[config.mk]
export PLATFORM = sky130hd
export DESIGN_NAME = chk_fram_mod
export DESIGN_NICKNAME = d
export VERILOG_FILES = /design/src/rtl/fram_pkg.sv /design/src/rtl/sat_cnt.sv /design/src/rtl/chk_fram_mod.sv
export SDC_FILE = /design/constraint.sdc
export NUM_CORES = 1
export LEC_CHECK = 0
export CORE_ASPECT_RATIO = 1.25
export CORE_MARGIN = 2
export CORE_UTILIZATION = 37
export CTS_CLUSTER_DIAMETER = 50
export DETAILED_ROUTE_END_ITERATION = 6
export MAX_ROUTING_LAYER = met4
export PLACE_DENSITY_LB_ADDON = 0.25
export RECOVER_POWER = 50
export SYNTH_ARGS = -nofsm -noshare
export SYNTH_HDL_FRONTEND = slang
export SYNTH_SLANG_ARGS = --single-unit
[constraint.sdc]
create_clock -name clk -period 4.1 [get_ports clk]
set_input_delay 0.82 -clock clk [delete_from_list [all_inputs] [get_ports clk]]
set_output_delay 0.82 -clock clk [all_outputs]
set_load 0.01 [all_outputs]
[src/rtl/fram_pkg.sv]
// Shared definitions for the frame generator / checker pair.
package fram_pkg;

    localparam int unsigned PAYLOAD_W = 64;
    localparam int unsigned BLOCK_W   = 66;

    localparam logic [1:0] HDR_DATA = 2'b01;
    localparam logic [1:0] HDR_CTRL = 2'b10;

    typedef enum logic {
        UNLOCK = 1'b0,
        LOCK   = 1'b1
    } chk_state_e;

endpackage

[src/rtl/sat_cnt.sv]
// Saturating statistics counter; clear takes priority over increment.
module sat_cnt #(
    parameter int unsigned CNT_W = 32
) (
    input  logic             clk,
    input  logic             rst,
    input  logic             inc_i,
    input  logic             clr_i,
    output logic [CNT_W-1:0] cnt_o
);

    logic [CNT_W-1:0] cnt_d, cnt_q;

    // Next count: clear, or increment unless already at all-ones.
    always_comb begin
        cnt_d = cnt_q;
        if (clr_i) begin
            cnt_d = '0;
        end else if (inc_i && (cnt_q != {CNT_W{1'b1}})) begin
            cnt_d = cnt_q + CNT_W'(1);
        end
    end

    // Count register with synchronous reset.
    always_ff @(posedge clk) begin
        if (rst) begin
            cnt_q <= '0;
        end else begin
            cnt_q <= cnt_d;
        end
    end

    assign cnt_o = cnt_q;

endmodule

[src/rtl/chk_fram_mod.sv]
// Receive-side frame checker: follows the generator's incrementing payload
// sequence, tracks lock, and keeps saturating error/frame statistics.
module chk_fram_mod
    import fram_pkg::*;
#(
    parameter int unsigned LOCK_CNT   = 16,
    parameter int unsigned UNLOCK_CNT = 4,
    parameter int unsigned CNT_W      = 32
) (
    input  logic                 clk,
    input  logic                 rst,
    input  logic [PAYLOAD_W-1:0] dat_in,
    input  logic [1:0]           head_in,
    input  logic                 dat_nd,
    input  logic                 clr,
    output logic                 locked,
    output logic                 err_pulse,
    output logic [CNT_W-1:0]     frm_cnt,
    output logic [CNT_W-1:0]     seq_err_cnt,
    output logic [CNT_W-1:0]     hdr_err_cnt
);

    localparam int unsigned GOOD_W = $clog2(LOCK_CNT + 1);
    localparam int unsigned BAD_W  = $clog2(UNLOCK_CNT + 1);
    localparam logic [GOOD_W-1:0] GOOD_TH = GOOD_W'(LOCK_CNT);
    localparam logic [BAD_W-1:0]  BAD_TH  = BAD_W'(UNLOCK_CNT);

    chk_state_e           state_d, state_q;
    logic [PAYLOAD_W-1:0] exp_d, exp_q;
    logic [GOOD_W-1:0]    good_d, good_q;
    logic [BAD_W-1:0]     bad_d, bad_q;
    logic                 err_d, err_q;
    logic                 seq_inc, hdr_inc;

    // Frame classification, run tracking and lock state transitions.
    always_comb begin
        state_d = state_q;
        exp_d   = exp_q;
        good_d  = good_q;
        bad_d   = bad_q;
        err_d   = 1'b0;
        seq_inc = 1'b0;
        hdr_inc = 1'b0;

        if (dat_nd) begin
            case (head_in)
                HDR_DATA: begin
                    // Both a match and a resync leave expected at payload + 1.
                    exp_d = dat_in + PAYLOAD_W'(1);
                    if (state_q == UNLOCK) begin
                        // A mismatching frame starts a fresh run of one.
                        good_d = (dat_in == exp_q) ? good_q + GOOD_W'(1) : GOOD_W'(1);
                    end else if (dat_in != exp_q) begin
                        seq_inc = 1'b1;
                        err_d   = 1'b1;
                        bad_d   = bad_q + BAD_W'(1);
                    end else begin
                        bad_d = '0;
                    end
                end
                HDR_CTRL: begin
                    // Idle/control: payload ignored, run counters untouched.
                end
                default: begin
                    hdr_inc = 1'b1;
                    err_d   = 1'b1;
                    if (state_q == LOCK) begin
                        bad_d = bad_q + BAD_W'(1);
                    end else begin
                        good_d = '0;
                    end
                end
            endcase

            if ((state_q == UNLOCK) && (good_d >= GOOD_TH)) begin
                state_d = LOCK;
                bad_d   = '0;
            end else if ((state_q == LOCK) && (bad_d >= BAD_TH)) begin
                state_d = UNLOCK;
                good_d  = '0;
            end
        end
    end

    // Checker state registers with synchronous reset.
    always_ff @(posedge clk) begin
        if (rst) begin
            state_q <= UNLOCK;
            exp_q   <= '0;
            good_q  <= '0;
            bad_q   <= '0;
            err_q   <= 1'b0;
        end else begin
            state_q <= state_d;
            exp_q   <= exp_d;
            good_q  <= good_d;
            bad_q   <= bad_d;
            err_q   <= err_d;
        end
    end

    assign locked    = (state_q == LOCK);
    assign err_pulse = err_q;

    sat_cnt #(
        .CNT_W(CNT_W)
    ) u_frm_cnt (
        .clk  (clk),
        .rst  (rst),
        .inc_i(dat_nd),
        .clr_i(clr),
        .cnt_o(frm_cnt)
    );

    sat_cnt #(
        .CNT_W(CNT_W)
    ) u_seq_err_cnt (
        .clk  (clk),
        .rst  (rst),
        .inc_i(seq_inc),
        .clr_i(clr),
        .cnt_o(seq_err_cnt)
    );

    sat_cnt #(
        .CNT_W(CNT_W)
    ) u_hdr_err_cnt (
        .clk  (clk),
        .rst  (rst),
        .inc_i(hdr_inc),
        .clr_i(clr),
        .cnt_o(hdr_err_cnt)
    );

endmodule

# Word-level counts from Yosys, hierarchy flattened
# Index checks and enable logic that the tools add are counted.
[classes]
n_eq_ne = 7
muxes = 22
n_reduce_logical = 11
addsub = 6
magnitude_cmp = 2
bitwise = 2
[op_table]
columns = ["cell", "count"]
rows = [
  ["adder 32 x 1 -> 32 bit, second input constant", 3],
  ["inequality test 32 bit, second input constant", 3],
  ["adder 64 x 1 -> 64 bit, second input constant", 1],
  ["== test 64 bit", 1],
  ["inequality test 64 bit", 1],
  ["2-to-1 mux 5 bit", 6],
  ["2-to-1 mux 3 bit", 5],
  ["case mux 5 bit (2 select lines)", 1],
  ["2-to-1 mux 1 bit", 8],
  ["case mux 3 bit (2 select lines)", 1],
  ["OR reduction 2 bit", 3],
  ["adder 5 x 1 -> 5 bit, second input constant", 1],
  [">= comparator 5 bit, second input constant", 1],
  ["logical AND 1 bit", 5],
  ["AND reduction 2 bit", 2],
  ["adder 3 x 1 -> 3 bit, second input constant", 1],
  [">= comparator 3 bit, second input constant", 1],
  ["== test 2 x 1 -> 1 bit, second input constant", 1],
  ["== test 2 bit, second input constant", 1],
  ["inverter 1 bit", 2],
  ["case mux 1 bit (2 select lines)", 1],
  ["nonzero test 2 bit", 1],
]
[word_totals]
input_bits = 70
output_inout_bits = 98
reg_bits = 170

# Longest topological paths before layout
[logic_depth]
ltp_word = 9
mapped_depth = 10

# Modules after synthesis
# A second synthesis with hierarchy kept.
[unflattened]
cells_unflattened = 1203
hier_area_um2 = 9715.6
[by_module_without_submodules]
columns = ["mod", "n_inst", "area_each_um2", "cells_each"]
rows = [
  ["sat_cnt", 3, 1620.3, 198],
  ["chk_fram_mod", 1, 4854.7, 609],
]

# Worst setup path after synthesis
# OpenSTA, ideal clock, no wires.
[synth_timing]
kind = "input to register"
start = "input port dat_in[29]"
end = "register exp_q[56]"
path_slack_ns = 1.439
stages = 9
arrival_ns = 2.529
setup_time_ns = 0.133
required_ns = 3.967
cell_sequence = "buf_2 > nand4_2 > or4_4 > nor3_4 > nand4_4 > buf_6 > nor3b_2 > xnor2_1 > a21oi_1"
[synth_between]
elab_chain_cells = 1
[synth_rtl]
columns = ["element", "line", "text"]
rows = [
  ["from (decl)", "chk_fram_mod.sv:12", "input logic [PAYLOAD_W-1:0] dat_in,"],
  ["adder 64 x 1 -> 64 bit", "chk_fram_mod.sv:49", "exp_d = dat_in + PAYLOAD_W'(1);"],
  ["to (signal assigned)", "chk_fram_mod.sv:95", "exp_q <= exp_d;"],
  ["to (decl)", "chk_fram_mod.sv:29", "logic [PAYLOAD_W-1:0] exp_d, exp_q;"],
]
# No other way between the ends.
# A chain may end at the register's enable or synchronous reset.

# Worst setup path after layout
[layout_timing]
start = "input port clr"
end = "register u_hdr_err_cnt.cnt_q[0] (netlist: u_hdr_err_cnt.cnt_o[0])"
[layout_between]
elab_chain_cells = 1
[layout_rtl]
columns = ["element", "line", "text"]
rows = [
  ["from (decl)", "chk_fram_mod.sv:15", "input logic clr,"],
  ["OR reduction 2 bit (no line)", "n/a", ""],
  ["to (signal assigned)", "sat_cnt.sv:29", "cnt_q <= cnt_d;"],
  ["to (decl)", "sat_cnt.sv:12", "logic [CNT_W-1:0] cnt_d, cnt_q;"],
]
# No other way between the ends.

==> impl_metrics.csv <==
group,metric,value,unit
grt,grt_pass1_vias,8229,
run,cap_violations,1,
placement,placed_cell_area,11430,µm²
final_layout,final_area,12030,µm²
grt,grtUsageTotal,19.52,%
clocking,clk_pin_slew_worst_paths,60,ps
final_layout,diodes,0,
clocking,root_buffer,"clkbuf_16",
logic_synthesis,async_flop_share,0,%
final_layout,drive_gt1_share,5.208,%
timing,drv_slew,36,
logic_synthesis,ys_seq_area_share,35.92,%
logic_synthesis,ys.flop_type,"dfxtp_1",
logic_synthesis,ys_top_cells_by_area,"dfxtp_1 (36%), xnor2_1 (13%), nor2_1 (5.1%)",
clocking,cts.sinks,170,
setup_path,slowest_stage,"or2_0",
final_layout,layout_commonest_cell,"dfxtp_1",
setup_path,critical_path_class,"in2reg",
logic_synthesis,syn_area_per_cell,8.078,µm²
clocking,cts_setup_buffers,0,
clocking,postCtsHoldBufs,0,
timing,period_needed,3440,ps
grt,grt_pass1_wl,42140,µm
clocking,cts_tree,"built",
power_and_ir_drop,p_leak,3.972,nW
logic_synthesis,synth_edf_count,0,
power_and_ir_drop,p_sw,0.9542,mW
logic_synthesis,synth_nets,1251,
power_and_ir_drop,p_clk_share,45.3,%
timing,setup_viol,0,
setup_path,required,4410,ps
power_and_ir_drop,ir_drop,272.0,µV
final_layout,syn_to_final_growth,26.94,%
timing,fin_tns_setup,0,ps
timing,skew,13.74,ps
worst_hold_path,hp-class,"reg2reg",
power_and_ir_drop,power.density,314.0,nW/µm²
setup_path,end_kind,"register",
outcome,violations,"max-capacitance violations, max-slew violations",
timing,clock.fmax,290.7,MHz
detailed_routing,detail_route.iter0.violations,454,
power_and_ir_drop,combPwrFrac,9.4,%
placement,portBuffers,167,
placement,post-dp-hpwl,18840,µm
setup_path,arrival,3750,ps
power_and_ir_drop,swShare,25.26,%
final_layout,final_util,47.71,%
detailed_routing,viasPerCell,5.356,
logic_synthesis,yosysWarnings,0,
setup_path,path_cells,"clkdlybuf4s50_1, or2_0, buf_4, buf_4, nor2_1",
clocking,clk_latency,430,ps
detailed_routing,wl_per_cell,15.45,µm
setup_path,worstReg2RegStart,"u_seq_err_cnt.cnt_o[3]",
die,fp.dieH,182.9,µm
final_layout,final_cell_mix,"dfxtp_1 (170), xnor2_1 (137), nor2_1 (129)",
die,rows,65,
setup_path,cp_common_cell,"buf_4",
clocking,cts_buffers,17,
logic_synthesis,syn_area,9475,µm²
detailed_routing,antenna_left,0,
worst_hold_path,hold_start,"exp_q[1]",
clocking,clockBufferDepth,2,
outcome,outcome,"complete, but fails checks",
timing,worst_slew_pin_slew,2143,ps
placement,place_congestion,0.8515,
detailed_routing,drc_errors,0,
detailed_routing,num_vias,8891,
logic_synthesis,synth_top_area_share,35.92,%
logic_synthesis,ys_types,59,
die,initial_utilization,37.58,%
detailed_routing,drt_pass1_iterations,5,
timing,finalHoldViolations,0,
logic_synthesis,netlist_instances,1173,
logic_synthesis,synth_seq_cells,170,
grt,grt_max_degree,127,
die,dieArea,26910,µm²
timing,slew_headroom,-42.85,%
timing,rsz0062_at_grt,"false",
die,core,25210,µm²
power_and_ir_drop,seqPwrFrac,45.2,%
setup_path,max_stage_delay,1590,ps
die,die_w,147.1,µm
grt,grt-ovfl-total,0,
setup_path,critPathLaunch,"clr",
power_and_ir_drop,p_int,2.823,mW
final_layout,fin_nets,1390,
grt,antenna_found_initial,0,
clocking,cts-resized-gates,0,
timing,fin_crit_sh,83.89,%
setup_path,path_max_fanout,35,
setup_path,cp-start-kind,"input pin",
logic_synthesis,synth_top_cell_by_area,"dfxtp_1",
die,io_pins,168,
detailed_routing,wl,25650,µm
final_layout,fill_cells,2492,
clocking,cts.htree.levels,4,
worst max-delay path: cells and delay by family:
| kind | cells | cell delay, ps |
|---|---|---|
| AND/OR/NAND/NOR | 2 | 1660 |
| buffers and inverters | 3 | 1260 |
power by group through the flow:
stage	logic, mW	clock network (mW)	registers (mW)
finish	0.357	1.71	1.71
floorplan	0.195	0	1.74
global route	0.389	1.81	1.71
detailed placement	0.359	0	1.75
CTS	0.361	1.75	1.71
global placement	0.356	0	1.74
final timing paths:
check                                                to  slack (ps)  depth (start not counted)
worst min register to register                 exp_q[1]         480                          2
worst max-delay path             u_hdr_err_cnt.cnt_o[0]         660                          5
worst max register to register  u_seq_err_cnt.cnt_o[30]        1430                          6
worst min-delay path                           exp_q[1]         480                          2
cell type report:
| cell class | count | area [µm²] | share of cell area [%] |
|---|---|---|---|
| clock buffer | 18 | 429.2 | 3.568 |
| clock inverter | 14 | 182.7 | 1.519 |
| inverter | 34 | 127.6 | 1.061 |
| multi-input combinational | 910 | 5697 | 47.36 |
| sequential | 170 | 3403 | 28.29 |
| tap | 335 | 419.2 | 3.485 |
| timing repair buffer | 179 | 1769 | 14.71 |
stage by stage:
step                cells  hold WS [ps]  worst slack, ps  power, mW
CTS                  1660         488.1             1069      3.821
global placement     1628         457.2            665.2      2.101
global route         1660         512.6            441.1      3.909
floorplan            1173         448.8             1439      1.937
finish               1660         484.4            660.3      3.777
detailed placement   1628         475.6            632.2      2.105
kinds of logic (layout without fill, tap and decap cells):
| kind of cell | after synthesis | in the layout | share of synthesized area (%) |
|---|---|---|---|
| xor gates and xnor gates | 173 | 173 | 15.99 |
| DFF | 170 | 170 | 35.92 |
| AOI/OAI and AO/OA | 220 | 220 | 14.05 |
| muxes | 6 | 6 | 0.6339 |
| and+or+nand+nor | 503 | 503 | 28.39 |
| adders and majority gates | 8 | 8 | 1.056 |
| buffers and inverters | 93 | 245 | 3.961 |
Yosys cell counts (all sizes together), types with 7 or more instances:
| master | instances |
|---|---|
| inv | 34 |
| nand2 | 80 |
| nor2 | 129 |
| nand3 | 73 |
| a21oi | 73 |
| nand4 | 54 |
| clkbuf | 41 |
| buf | 18 |
| and4 | 15 |
| a211oi | 32 |
| dfxtp | 170 |
| xnor2 | 137 |
| and3 | 18 |
| and2 | 7 |
| o21ai | 67 |
| xor2 | 36 |
| ha | 8 |
| or3 | 33 |
| o31ai | 15 |
| nor4 | 26 |
| nor3 | 34 |
| or4 | 16 |
routing by layer:
layer | global-route usage, % | routed length (µm) | up-vias
li1 | - | - | 4475
met3 | 2.463 | 1063 | 18
met2 | 34.28 | 13060 | 224
met4 | 4.808 | 269 | 0
met1 | 23.82 | 11260 | 4174
met5 | - | 0 | -
state kept, by name, indices dropped and copies added, names as in the netlist:
signal / count
u_frm_cnt.cnt_o: 32
exp_q: 64
locked: 1
u_hdr_err_cnt.cnt_o: 32
u_seq_err_cnt.cnt_o: 32
err_pulse: 1
bad_q: 3
good_q: 5
Note: power is estimated with default switching activity, not from simulation.
